**src/rtl/hot_tracker_pkg.sv**
```systemverilog
// Shared types and default constants for the hot-page tracker epoch scheduler.
//   t_qsched_state : scheduler FSM state encoding
//   DEF_*          : default epoch sizing used as parameter defaults
package hot_tracker_pkg;

    typedef enum logic [1:0] {
        ST_COUNT = 2'd0,
        ST_REQ   = 2'd1,
        ST_DRAIN = 2'd2,
        ST_DONE  = 2'd3
    } t_qsched_state;

    localparam int unsigned DEF_EPOCH_ACCESSES = 2000;
    localparam int unsigned DEF_EPOCH_TIMEOUT  = 1000000;
    localparam int unsigned DEF_QUIET_CYCLES   = 64;

endpackage

```
**src/rtl/hot_query_sched.sv**
```systemverilog
// hot_query_sched: epoch controller for the hot-page tracker.
// Counts accepted read accesses and epoch cycles; when an epoch closes it
// issues the tracker query handshake, then forwards the tracker's
// migration-address stream to the migration queue.
//
// Ports:
//   clk, rst_n            clock, asynchronous active-low reset
//   enable                allows new epoch triggers
//   access_valid          one pulse per accepted AR handshake
//   sw_query_req          single-cycle software query request
//   query_en/query_ready  query handshake to the tracker
//   mig_addr_en/mig_addr/mig_addr_ready  address stream from the tracker
//   out_valid/out_addr/out_ready         address stream to the queue
//   busy                  scheduler is not in COUNT
//   epoch_id              completed-epoch count (wraps)
//   last_mig_cnt          addresses forwarded in the last epoch
//
// state | meaning
// COUNT | counting accesses/cycles, waiting for a trigger
// REQ   | query_en held until the tracker accepts
// DRAIN | passthrough of migration addresses to the queue
// DONE  | one cycle: publish count, bump epoch_id
module hot_query_sched
    import hot_tracker_pkg::*;
#(
    parameter int unsigned ADDR_SIZE      = 33,
    parameter int unsigned EPOCH_ACCESSES = DEF_EPOCH_ACCESSES,
    parameter int unsigned EPOCH_TIMEOUT  = DEF_EPOCH_TIMEOUT,
    parameter int unsigned NUM_ENTRY      = 25,
    parameter int unsigned QUIET_CYCLES   = DEF_QUIET_CYCLES,
    parameter int unsigned EPOCH_ID_W     = 16
) (
    input  logic                               clk,
    input  logic                               rst_n,
    input  logic                               enable,
    input  logic                               access_valid,
    input  logic                               sw_query_req,
    output logic                               query_en,
    input  logic                               query_ready,
    input  logic                               mig_addr_en,
    input  logic [ADDR_SIZE-1:0]               mig_addr,
    output logic                               mig_addr_ready,
    output logic                               out_valid,
    output logic [ADDR_SIZE-1:0]               out_addr,
    input  logic                               out_ready,
    output logic                               busy,
    output logic [EPOCH_ID_W-1:0]              epoch_id,
    output logic [$clog2(NUM_ENTRY+1)-1:0]     last_mig_cnt
);

    localparam int unsigned ACC_W   = $clog2(EPOCH_ACCESSES + 1);
    localparam int unsigned TMR_W   = $clog2(EPOCH_TIMEOUT + 1);
    localparam int unsigned QUIET_W = $clog2(QUIET_CYCLES + 1);
    localparam int unsigned MIG_W   = $clog2(NUM_ENTRY + 1);

    localparam logic [ACC_W-1:0]   ACC_MAX   = ACC_W'(EPOCH_ACCESSES);
    localparam logic [TMR_W-1:0]   TMR_MAX   = TMR_W'(EPOCH_TIMEOUT);
    localparam logic [QUIET_W-1:0] QUIET_MAX = QUIET_W'(QUIET_CYCLES);
    localparam logic [MIG_W-1:0]   MIG_MAX   = MIG_W'(NUM_ENTRY);

    t_qsched_state           state_q, state_d;
    logic [ACC_W-1:0]        access_cnt_q, access_cnt_d;
    logic [TMR_W-1:0]        timer_q, timer_d;
    logic [QUIET_W-1:0]      quiet_q, quiet_d;
    logic [MIG_W-1:0]        mig_cnt_q, mig_cnt_d;
    logic [MIG_W-1:0]        last_mig_cnt_q, last_mig_cnt_d;
    logic [EPOCH_ID_W-1:0]   epoch_id_q, epoch_id_d;
    logic                    sw_pend_q, sw_pend_d;
    logic                    trigger;

    always_ff @(posedge clk or negedge rst_n) begin
        if (!rst_n) begin
            state_q        <= ST_COUNT;
            access_cnt_q   <= '0;
            timer_q        <= '0;
            quiet_q        <= '0;
            mig_cnt_q      <= '0;
            last_mig_cnt_q <= '0;
            epoch_id_q     <= '0;
            sw_pend_q      <= 1'b0;
        end else begin
            state_q        <= state_d;
            access_cnt_q   <= access_cnt_d;
            timer_q        <= timer_d;
            quiet_q        <= quiet_d;
            mig_cnt_q      <= mig_cnt_d;
            last_mig_cnt_q <= last_mig_cnt_d;
            epoch_id_q     <= epoch_id_d;
            sw_pend_q      <= sw_pend_d;
        end
    end

    // A timeout only closes an epoch that actually saw traffic.
    assign trigger = enable & ((access_cnt_q == ACC_MAX) | sw_pend_q |
                               ((timer_q == TMR_MAX) & (access_cnt_q != '0)));

    always_comb begin
        state_d        = state_q;
        access_cnt_d   = access_cnt_q;
        timer_d        = timer_q;
        quiet_d        = quiet_q;
        mig_cnt_d      = mig_cnt_q;
        last_mig_cnt_d = last_mig_cnt_q;
        epoch_id_d     = epoch_id_q;
        sw_pend_d      = sw_pend_q | sw_query_req;
        query_en       = 1'b0;
        out_valid      = 1'b0;
        mig_addr_ready = 1'b0;

        // Counters run in every state so accesses arriving while a query is
        // in flight are credited to the next epoch.
        if (access_valid && (access_cnt_q != ACC_MAX)) begin
            access_cnt_d = access_cnt_q + 1'b1;
        end
        if (timer_q != TMR_MAX) begin
            timer_d = timer_q + 1'b1;
        end

        case (state_q)
            ST_COUNT: begin
                if (trigger) begin
                    state_d      = ST_REQ;
                    access_cnt_d = ACC_W'(access_valid);
                    timer_d      = '0;
                    sw_pend_d    = 1'b0;
                end
            end
            ST_REQ: begin
                query_en = 1'b1;
                if (query_ready) begin
                    state_d = ST_DRAIN;
                end
            end
            ST_DRAIN: begin
                out_valid      = mig_addr_en;
                mig_addr_ready = out_ready;
                if (mig_addr_en && out_ready && (mig_cnt_q != MIG_MAX)) begin
                    mig_cnt_d = mig_cnt_q + 1'b1;
                end
                if (mig_addr_en) begin
                    quiet_d = '0;
                end else if (quiet_q != QUIET_MAX) begin
                    quiet_d = quiet_q + 1'b1;
                end
                // Decide on the updated counts so no transfer beyond the
                // CAM depth is ever accepted.
                if ((mig_cnt_d == MIG_MAX) || (quiet_d == QUIET_MAX)) begin
                    state_d = ST_DONE;
                end
            end
            ST_DONE: begin
                last_mig_cnt_d = mig_cnt_q;
                mig_cnt_d      = '0;
                quiet_d        = '0;
                epoch_id_d     = epoch_id_q + 1'b1;
                state_d        = ST_COUNT;
            end
            default: begin
                state_d = ST_COUNT;
            end
        endcase
    end

    assign out_addr     = mig_addr;
    assign busy         = (state_q != ST_COUNT);
    assign epoch_id     = epoch_id_q;
    assign last_mig_cnt = last_mig_cnt_q;

endmodule
```
**config.mk**
```make
export PLATFORM = sky130hd
export DESIGN_NAME = hot_query_sched
export DESIGN_NICKNAME = d
export VERILOG_FILES = /design/src/rtl/hot_tracker_pkg.sv /design/src/rtl/hot_query_sched.sv
export SDC_FILE = /design/constraint.sdc
export NUM_CORES = 1
export LEC_CHECK = 0
export ABC_AREA = 1
export BUFFER_PORTS_ARGS = -buffer_cell sky130_fd_sc_hd__buf_2
export CAP_MARGIN = 20
export CORE_MARGIN = 5
export CORE_UTILIZATION = 55
export CTS_CLUSTER_SIZE = 8
export DETAILED_ROUTE_END_ITERATION = 7
export PLACE_DENSITY = 0.84
export RECOVER_POWER = 25
export SLEW_MARGIN = 20
export SYNTH_ARGS = -nofsm -noshare
export SYNTH_HDL_FRONTEND = slang
export SYNTH_SLANG_ARGS = --single-unit
```
**constraint.sdc**
```tcl
create_clock -name clk -period 4.3 [get_ports clk]
set_input_delay 0.43 -clock clk [delete_from_list [all_inputs] [get_ports clk]]
set_output_delay 0.43 -clock clk [all_outputs]
set_load 0.005 [all_outputs]
```
=== Yosys cells after proc, flatten, opt, wreduce, memory -nomap -nowiden ===
Index checks and enable logic that the tools add are counted.

* Bits in registers: 67
* Input port bits: 41

* Equal/unequal tests: 14
* Bitwise gates (word level): 5
* Multiplexer cells: 22
* Add/sub/neg operators: 5
* Reduce and logical (&&, ||, !) cells: 9

{| class="wikitable"
|+ Operators by type and width
! cell !! number
|-
| $mux 20 || 3
|-
| $mux 11 || 3
|-
| $mux 7 || 3
|-
| $add 20x1->20 const B || 1
|-
| $eq 20x20->1 const B || 1
|-
| $ne 20x20->1 const B || 1
|-
| $add 16x1->16 const B || 1
|-
| $pmux 7 s2 || 1
|-
| $add 11x1->11 const B || 1
|-
| $eq 11x11->1 const B || 1
|-
| $ne 11x11->1 const B || 1
|-
| $reduce_bool 11->1 || 1
|-
| $mux 5 || 2
|-
| $pmux 5 s2 || 1
|-
| $pmux 2 s4 || 1
|-
| $add 7x1->7 const B || 1
|-
| $eq 7x7->1 const B || 1
|-
| $ne 7x7->1 const B || 1
|-
| $mux 2 || 3
|-
| $ne 2x2->1 const B || 3
|-
| $add 5x1->5 const B || 1
|-
| $eq 5x5->1 const B || 1
|-
| $mux 1 || 5
|-
| $ne 5x5->1 const B || 1
|-
| other kinds (9) || 16
|}

=== Longest topological paths before layout ===
Gate-level depths: netlist (run 1).

* Depth in word-level cells: 8
* Depth in mapped cells: 14

=== Least setup slack after synthesis (run 1) ===
OpenSTA, ideal clock, no wires.

* Path kind: register -> register
* Start point: reg access_cnt_q[0]
* End point: reg access_cnt_q[10]
* Slack: 2.668 ns
* Cell stages (with the launch flop): 15
* Arrival time: 1.512 ns
* Path through: dfrtp_1 > inv_1 > ha_1 > nand2_1 > nor2_1 > nand3_2 > nand2_1 > inv_1 > nand2_1 > nand2_2 > nor2_4 > inv_2 > buf_6 > o211ai_1 > inv_1

* Longest elaborated chain between the ends: 6
* Elaborated cells between the ends (all ways): 12
* Those cells by class: 1 x add/sub; 2 x eq/ne; 3 x mux; 4 x bitwise; 2 x reduce/logical

{| class="wikitable"
|+ Ends and longest elaborated chain
! item !! RTL line !! RTL
|-
| start: declaration || hot_query_sched.sv:62 || <nowiki>logic [ACC_W-1:0] access_cnt_q, access_cnt_d;</nowiki>
|-
| start signal: assignment || hot_query_sched.sv:83 || <nowiki>access_cnt_q <= access_cnt_d;</nowiki>
|-
| parallel branches: the longest is 5 deep, another holds $add 11x1->11 || - ||
|-
| $mux 11 (*) || hot_query_sched.sv:119 || <nowiki>case (state_q)</nowiki>
|-
| named net access_cnt_d[10] || hot_query_sched.sv:62 ||
|}

Mark *: on every way through the listed nets, which the timed path passes.
A chain may end at the register's enable or synchronous reset.

=== Worst setup path after layout (run 1) ===
* Start point: reg access_cnt_q[0]
* End point: reg access_cnt_q[8]

The elaborated chain is that of the path after synthesis.

==> impl_metrics.json, run 1 <==
{
  "synthTopCellsByArea": "dfrtp_1 40%, nand2_1 11%, inv_1 8.2%",
  "rr_endpoint": "access_cnt_q[8]",
  "clk_pin_slew_ns": 0.08,
  "postCtsHoldBufs": 0,
  "wire_per_inst_um": 12.4,
  "die_h_um": 97.0,
  "grt.overflow.total": 0,
  "status": "finished with violations",
  "swShare_pct": 38.0,
  "required_ns": 4.58,
  "use_met3_pct": 6.19,
  "ys_seq_area_share_pct": 40.3,
  "crit_arrival_ns": 2.26,
  "hold_start": "sw_query_req",
  "root_buffer": "clkbuf_8",
  "clkSinkCount": 67,
  "diodes": 0,
  "nNetsFinal": 590,
  "r2r_start": "access_cnt_q[0]",
  "place_inst": 623,
  "ys.flop_type": "dfrtp_1",
  "drt_iter0_markers": 168,
  "ant_nets": 0,
  "hold_class": "primary input to register",
  "met1_usage_pct": 20.6,
  "finalNonFillerCells": 639,
  "syn_area_um2": 4170,
  "endpoint_kind": "register",
  "multi_input_area_um2": 1840,
  "maxCapViolCount": 1,
  "hpwl_mm": 5.95,
  "leakagePower_uw": 0.00241,
  "grtUsageTotal_pct": 17.9,
  "tritoncts": "done",
  "antenna_found_initial": 0,
  "routed_wl_mm": 7.95,
  "rsz0062_at_grt": "no",
  "r2r_slack_ns": 2.32,
  "area_delta_synth_final_pct": 4.96,
  "via_count": 3279,
  "min_to": "sw_pend_q",
  "start_util_pct": 56.8,
  "core_um2": 7330,
  "worst_pin_slew_ns": 2.00,
  "fin_crit_sh_pct": 46.1,
  "crit_fanout": 30,
  "hold_viol_final": 0,
  "seq_power_share_pct": 41.9,
  "synth_edf_count": 0,
  "grt_max_degree": 40,
  "grt_pass1_wl_mm": 14.2,
  "ys_ff_latch": 67,
  "ff2ff_path_depth": 12,
  "min_path_cells": 3,
  "cts_setup_buffers": 0,
  "worstSetupPathType": "register to register",
  "core.rowCount": 31,
  "vias_per_cell": 5.13,
  "clock_latency_ns": 0.34,
  "vdd.ir_drop.worst_uv": 338,
  "top_usage_layer": "met2",
  "period_minus_slack_ns": 1.98,
  "dieArea_um2": 9410,
  "ys_warn_count": 0,
  "nFillCells": 641,
  "cts.htree.levels": 3,
  "p_per_area_nw_per_um2": 498,
  "ys_async_sr_fraction_pct": 100,
  "slew_headroom_pct": -33.5,
  "avgSynthCellArea_um2": 7.84,
  "die_x_um": 97.0,
  "regArea_um2": 1680,
  "grt_pass1_vias": 3294,
  "synthDistinctLibCells": 34,
  "clock_skew_ns": 0.0101,
  "numPortBuffers": 32,
  "violations": "max-capacitance violations, max-slew violations",
  "switching_power_uw": 827,
  "fmax_mhz": 505,
  "synth_nets": 586,
  "drc": 0,
  "gp_congestion": 0.900,
  "grtUsageMet2_pct": 31.0,
  "ctsLongestPathBuffers": 2,
  "synth_top_area_cell": "dfrtp_1",
  "cts_buffers": 9,
  "p_clk_share_pct": 26.3,
  "report.final.slew_viol_count": 40,
  "synth_top_area_share_pct": 40.3,
  "first_pass_iters": 4,
  "p_comb_share_pct": 31.8,
  "drive_gt1_share_pct": 13.7,
  "syn_inst": 531,
  "fin_tns_setup_ns": 0,
  "p_int_uw": 1350,
  "boundaryPins": 99,
  "startpoint_type": "register",
  "ctsResizeCount": 0,
  "setup_violations": 0
}
## power groups by stage
stage / clock (uW) / combinational (uW) / sequential (uW)
2_1_floorplan: 0 / 566 / 890
6_report: 572 / 692 / 913
5_1_grt: 620 / 797 / 936
3_5_place_dp: 0 / 697 / 920
3_3_place_gp: 0 / 669 / 911
4_1_cts: 588 / 702 / 911
## how the worst max path moves through the flow
stage                    startpoint               end  slack, ns
finish              access_cnt_q[0]   access_cnt_q[8]       2.32
CTS                 access_cnt_q[0]   access_cnt_q[8]       2.31
global route                  rst_n        state_q[0]       1.95
global placement         state_q[0]      epoch_id[14]       2.40
floorplan           access_cnt_q[0]  access_cnt_q[10]       2.67
detailed placement  access_cnt_q[0]   access_cnt_q[8]       2.32
## kinds of logic after synthesis
family / after synthesis / share of synthesized area [%]
AND/OR/NAND/NOR: 252 / 28.3
buffers and inverters: 133 / 15.6
adder cells (fa/ha/maj): 14 / 4.21
flip-flops: 67 / 40.3
AO/OA/AOI/OAI: 32 / 4.66
XOR/XNOR: 33 / 6.94
## stage by stage
stage	worst slack (ns)	total power (uW)	utilization [%]	hold WS, ns	area (um2)
6_report	2.32	2180	59.6	0.297	4370
5_1_grt	1.95	2350	59.6	0.289	4370
4_1_cts	2.31	2200	59.7	0.207	4370
3_5_place_dp	2.32	1620	56.7	0.464	4160
3_3_place_gp	2.40	1580	56.7	0.451	4160
2_1_floorplan	2.67	1460	-	0.134	4170
## worst max-delay path, stage by stage, from the launching register on
cell      delay, ns
dfrtp_1        0.44
inv_1          0.11
ha_1           0.14
nand2_1        0.05
nor2_1         0.14
nand3_1        0.10
nand3_1        0.10
nand2_1        0.06
nand2_2        0.09
nor2_4         0.05
inv_2          0.39
o211ai_1       0.16
inv_1          0.09
## routing by layer
metal  vias to the layer above  wire length, um  part of all wire, %
met3                        23              433                  5.4
met4                         0              128                  1.6
met2                        77             4030                   51
met1                      1547             3360                   42
met5                         -                0                    0
li1                       1632                -                    -
## flip-flops by register name (all words and copies together) (netlist names)
register      cells
quiet_q           7
timer_q          20
access_cnt_q     11
sw_pend_q         1
last_mig_cnt      5
mig_cnt_q         5
epoch_id         16
state_q           2
## synthesized netlist by cell type, types with 4 or more instances
library cell	n
nand2_1	120
inv_1	91
dfrtp_1	67
nand3_1	45
nor2_1	37
buf_4	34
xor2_1	24
ha_1	14
nand4_1	14
o21ai_0	13
xnor2_1	9
nor3_1	8
o22ai_1	7
or2_2	6
a21oi_1	4
nand3_2	4
## area by class of cell
| type | count | share of cell area, % |
|---|---|---|
| multi-input combinational | 331 | 42.0 |
| clock inverter | 6 | 2.06 |
| clock buffer | 10 | 2.92 |
| tap | 99 | 2.83 |
| sequential | 67 | 38.4 |
| inverter | 93 | 7.99 |
| timing repair buffer | 33 | 3.81 |
## layout by cell type (no fill, tap or decap)
master,instances
nor4_1,3
o211ai_1,2
nand2_1,120
clkbuf_8,9
ha_1,14
nor2_4,3
o21ai_0,13
nand4_1,14
buf_4,1
nor4_2,2
o31ai_1,1
nand2_2,3
xor2_1,24
nor2_1,37
nand3_2,4
xnor2_1,9
o22ai_1,7
nand3b_1,1
nor3_1,8
nand4_4,1
o21bai_1,1
nor3_2,1
inv_2,2
clkinv_4,2
and2_0,1
a21oi_1,4
buf_2,31
dfrtp_1,67
clkinvlp_4,1
bufinv_16,2
o21ai_1,2
nand3_1,45
inv_1,91
nor2_2,3
o211ai_2,2
or2_2,6
clkinv_2,1
clkbuf_1,2
Power figures use the tool's default switching activity.
==> run 2, diff against run 1 <==
CORE_UTILIZATION = 49   (was 55)
PLACE_DENSITY = 0.79   (was 0.84)
clock period = 1.7 ns   (was 4.3 ns; I/O delays follow)
==> run 2 against run 1 <==
Core utilization rose by 3.6 points. Clock power rose to 2.9 times the previous value. Largest power group is now combinational logic. Wire length rose by 21%. The flow finishes with violations (negative setup slack). Critical path depth rose by 2. Critical path type unchanged. Highest routed layer unchanged. Via count rose by 9.7%. Cell count rose by 10%.
==> impl_metrics.json, run 2 (same netlist as run 1, synthesis figures left out) <==
{
  "vdd.ir_drop.worst_uv": 1070,
  "ctsLongestPathBuffers": 2,
  "drt_iter0_markers": 139,
  "final_common_cell": "nand2_1",
  "layout_setup_ws_ns": -0.0348,
  "hold_viol_final": 0,
  "p_comb_share_pct": 43.8,
  "root_buffer": "clkbuf_8",
  "slew_headroom_pct": 39.0,
  "start_util_pct": 50.4,
  "drc": 0,
  "fin_crit_sh_pct": 102,
  "boundaryPins": 99,
  "period_minus_slack_ns": 1.73,
  "hpwl_mm": 6.25,
  "fin_area_um2": 5220,
  "largest_reg_flops": 20,
  "via_count": 3596,
  "top_register": "timer_q",
  "vias_per_cell": 5.09,
  "startpoint_type": "register",
  "first_pass_iters": 5,
  "required_ns": 1.94,
  "swShare_pct": 37.8,
  "gp_congestion": 0.929,
  "hold_class": "primary input to register",
  "rsz0062_at_grt": "yes",
  "place_area_um2": 4530,
  "fmax_mhz": 576,
  "worstSetupPathType": "register to register",
  "grt_pass1_wl_mm": 15.9,
  "p_int_uw": 4300,
  "clock_latency_ns": 0.35,
  "nNetsFinal": 651,
  "clkSinkCount": 67,
  "violations": "negative setup slack",
  "p_clk_share_pct": 23.8,
  "numPortBuffers": 32,
  "diodes": 0,
  "die_x_um": 102,
  "grt_max_degree": 68,
  "cts_buffers": 9,
  "seq_power_share_pct": 32.4,
  "dpl_worst_slack_ns": -0.0819,
  "routed_wl_mm": 9.59,
  "maxCapViolCount": 0,
  "clock_skew_ns": 0.0135,
  "area_delta_synth_final_pct": 25.3,
  "cts.htree.levels": 3,
  "report.final.slew_viol_count": 0,
  "grtUsageTotal_pct": 18.8,
  "switching_power_uw": 2620,
  "final_cell_mix": "100 x nand2_1, 81 x inv_1, 65 x dfrtp_1",
  "ant_nets": 0,
  "wire_per_inst_um": 13.6,
  "grt_pass1_vias": 3591,
  "endpoint_kind": "register",
  "drive_gt1_share_pct": 33.8,
  "core_um2": 8260,
  "setup_violations": 19,
  "p_per_area_nw_per_um2": 1330,
  "crit_arrival_ns": 1.97,
  "tritoncts": "done",
  "antenna_found_initial": 0,
  "status": "finished with violations",
  "dieArea_um2": 10400,
  "die_h_um": 102,
  "grt.overflow.total": 0,
  "crit_fanout": 5,
  "core.rowCount": 33,
  "leakagePower_uw": 0.00279,
  "worst_pin_slew_ns": 0.915,
  "clk_pin_slew_ns": 0.08
}
==> run 2: cell types whose count changed in the layout (fill, tap and decap cells not counted), moves of 8 or more <==
cell / before / now
nand3_2: 4 / 18
nand2_2: 3 / 19
nand3_1: 45 / 30
ha_1: 14 / 6
buf_4: 1 / 55
nand2_1: 120 / 100
inv_1: 91 / 81
inv_2: 2 / 10
==> run 2: metal layers <==
metal / vias to the layer above / global-route usage [%] / part of all wire, %
met5: - / 0 / 0
met4: 0 / 6.36 / 1.6
met3: 26 / 3.89 / 4.6
met2: 88 / 32.4 / 52
met1: 1718 / 23.5 / 42
li1: 1764 / - / -
==> run 2: path summary, 6_finish.rpt <==
| kind | from | end | slack, ns | cells past startpoint |
|---|---|---|---|---|
| max | timer_q[1] | timer_q[19] | -0.03 | 14 |
| min | sw_query_req | sw_pend_q | 0.04 | 3 |
| max reg2reg | timer_q[1] | timer_q[19] | -0.03 | 14 |
| min reg2reg | epoch_id[15] | epoch_id[15] | 0.47 | 1 |
| max in group asynchronous | rst_n | mig_cnt_q[2] | 0.44 | 3 |
| min in group asynchronous | rst_n | epoch_id[7] | 0.60 | 3 |
==> run 2: cell type report <==
cell class / count / area, um2
Inverter: 93 / 354
Sequential cell: 67 / 1680
Clock inverter: 7 / 121
Tap cell: 105 / 131
Fill cell: 671 / 3040
Clock buffer: 9 / 124
Multi-Input combinational cell: 331 / 2140
Timing Repair Buffer: 94 / 669
==> run 2: what timing repair did <==
action                                  4_1_cts  5_1_grt
pin swaps                                    13       25
endpoints found under the hold margin        67        0
endpoints found under the setup margin       33       41
setup buffers                                 5        8
gates resized for setup                      33       57
gates cloned                                  1        1
hold buffers                                  1        0
==> run 2: through the flow <==
step / hold slack, ns / utilization [%] / std cells / total power [uW] / TNS (ns)
finish: 0.0444 / 63.2 / 706 / 6920 / -0.266
global route: 0.0376 / 63.2 / 706 / 7410 / -4.23
CTS: 0.0261 / 59.9 / 698 / 6520 / -0.346
detailed placement: 0.218 / 54.9 / 675 / 4570 / -0.837
global placement: 0.222 / 54.9 / 675 / 4470 / -0.00525
floorplan: -0.126 / - / 531 / 3680 / 0
==> run 2: worst max-delay path, stage by stage, from the launching register on <==
cell and delay, ns:
dfrtp_1 0.39, inv_2 0.09, ha_4 0.14, nand2_2 0.04, nor2_1 0.09, nand2_1 0.06, nor2_2 0.12, nand3_2 0.08
nand2_2 0.08, nand2_4 0.07, nor2_4 0.11, inv_4 0.07, buf_4 0.16, nand2_1 0.06, inv_1 0.05
==> run 2: power groups by stage <==
| stage | Sequential (uW) | Combinational, uW | Clock [uW] |
|---|---|---|---|
| global placement | 2200 | 2280 | 0 |
| floorplan | 2250 | 1430 | 0 |
| CTS | 2200 | 2630 | 1680 |
| detailed placement | 2210 | 2360 | 0 |
| global route | 2290 | 3350 | 1770 |
| finish | 2240 | 3030 | 1650 |
==> run 3, diff against run 2 <==
CORE_UTILIZATION = 55   (was 49)
PLACE_DENSITY = 0.84   (was 0.79)
clock period = 2.04 ns   (was 1.7 ns; I/O delays follow)
==> run 3 against run 2 <==
The run now ends clean. Setup slack better by 0.18 ns. Core utilization down 2.7 points. Register-to-register slack better by 0.18 ns. Combinational power down 48%. Largest power group is now sequential cells. Power down 33%. Sequential share of layout area up 5.6 points. Sequential power down 14%. Die area down 9.9%. Global-route usage down 0.58 points. Design area down 15%. Worst hold slack better by 0.0099 ns. First-iteration DRC count up 24%.
==> impl_metrics.json, run 3 (same netlist as run 1, synthesis figures left out) <==
{
  "status": "finished, final reports clean",
  "setup_violations": 0,
  "r2r_start": "timer_q[0]",
  "required_ns": 2.27,
  "cts.htree.levels": 3,
  "clkSinkCount": 67,
  "root_buffer": "clkbuf_8",
  "hold_class": "primary input to register",
  "gp_congestion": 0.915,
  "maxCapViolCount": 0,
  "ant_nets": 0,
  "worst_pin_slew_ns": 1.46,
  "top_register": "timer_q",
  "antenna_found_initial": 0,
  "vias_per_cell": 5.07,
  "routed_wl_mm": 8.41,
  "clock_skew_ns": 0.00611,
  "core_um2": 7330,
  "startpoint_type": "register",
  "endpoint": "timer_q[9]",
  "ff2ff_path_depth": 13,
  "via_count": 3266,
  "ctsLongestPathBuffers": 2,
  "hpwl_mm": 6.11,
  "numPortBuffers": 32,
  "period_minus_slack_ns": 1.89,
  "fmax_mhz": 529,
  "r2r_slack_ns": 0.15,
  "rr_endpoint": "timer_q[9]",
  "grtUsageTotal_pct": 18.2,
  "slew_headroom_pct": 2.36,
  "grt_pass1_vias": 3292,
  "cp-startpoint": "timer_q[0]",
  "final_cell_mix": "120 x nand2_1, 91 x inv_1, 66 x dfrtp_1",
  "nNetsFinal": 595,
  "cts_buffers": 9,
  "tritoncts": "done",
  "dieArea_um2": 9410,
  "die_h_um": 97.0,
  "rsz0062_at_grt": "no",
  "leakagePower_uw": 0.00244,
  "hold_viol_final": 0,
  "core.rowCount": 31,
  "wire_per_inst_um": 13.1,
  "final_common_cell": "nand2_1",
  "drive_gt1_share_pct": 15.0,
  "clk_pin_slew_ns": 0.06,
  "p_per_area_nw_per_um2": 1050,
  "die_x_um": 97.0,
  "grt_max_degree": 43,
  "fin_util_pct": 60.5,
  "fin_tns_setup_ns": 0,
  "start_util_pct": 56.8,
  "grt.overflow.total": 0,
  "drc": 0,
  "crit_arrival_ns": 2.12,
  "clock_latency_ns": 0.34,
  "boundaryPins": 99,
  "endpoint_kind": "register",
  "crit_fanout": 30,
  "first_pass_iters": 5,
  "vdd.ir_drop.worst_uv": 856,
  "grt_pass1_wl_mm": 14.4,
  "worstSetupPathType": "register to register",
  "diodes": 0,
  "largest_reg_flops": 20,
  "area_delta_synth_final_pct": 6.55,
  "fin_crit_sh_pct": 92.6,
  "nFillCells": 618,
  "drt_iter0_markers": 172,
  "report.final.slew_viol_count": 0,
  "min_path_cells": 3
}
==> run 3: cell count changes in the layout (fill, tap and decap cells not counted), moves of 10 or more <==
cell / change
nand3_2: -12
inv_1: +10
nand2_1: +20
nand3_1: +13
buf_4: -51
nand2_2: -16
==> run 3: timing repair <==
| action | 4_1_cts | 5_1_grt |
|---|---|---|
| hold endpoints to repair | 25 | 0 |
| hold buffers | 1 | 0 |
| setup endpoints to repair | 0 | 34 |
| resized for setup | 0 | 9 |
| buffers inserted | 0 | 1 |
==> run 3: stage by stage <==
step	power, uW	cells	setup WS (ns)	area [um2]	hold slack, ns
floorplan	3070	531	0.408	4170	-0.0916
global placement	3370	626	0.185	4190	0.242
detailed placement	3460	626	0.0797	4190	0.245
CTS	4640	643	0.0335	4410	0.0419
global route	5020	644	0.00224	4440	0.0484
finish	4650	644	0.150	4440	0.0543
==> run 3: worst max-delay path: stages, from the launching register on <==
cell	delay, ns
dfrtp_1	0.41
inv_1	0.09
ha_1	0.19
nand2_1	0.06
nor2_1	0.15
nand2_1	0.10
nor2_2	0.11
nand3_1	0.08
nand2_1	0.07
nand2_2	0.08
nor2_4	0.15
inv_6	0.12
nand3_1	0.11
inv_1	0.06
==> run 3: cell type report <==
| type | count | area (um2) | share of cell area [%] |
|---|---|---|---|
| Clock buffer | 15 | 176 | 3.98 |
| Clock inverter | 1 | 30.0 | 0.677 |
| Inverter | 93 | 354 | 7.98 |
| Multi-Input combinational cell | 331 | 1860 | 41.8 |
| Sequential cell | 67 | 1680 | 37.8 |
| Tap cell | 99 | 124 | 2.79 |
| Timing Repair Buffer | 38 | 219 | 4.93 |
==> run 3: worst min-delay path by stage <==
stage	startpoint	endpoint	slack (ns)
3_3_place_gp	rst_n	timer_q[3]	0.24
4_1_cts	sw_query_req	sw_pend_q	0.04
6_report	sw_query_req	sw_pend_q	0.05
3_5_place_dp	rst_n	timer_q[3]	0.24
2_1_floorplan	rst_n	access_cnt_q[0]	-0.09
5_1_grt	sw_query_req	sw_pend_q	0.05
==> run 3: metal layers <==
metal	global-route usage (%)	vias up	wire length, um
met3	5.90	29	389
met5	0	-	0
met1	20.9	1522	3460
met2	32.0	65	4400
met4	6.16	0	168
li1	-	1650	-
==> run 3: power by group <==
group	switching, uW	total (uW)	internal [uW]
clock	477	1140	667
combinational	957	1580	620
sequential	323	1920	1600
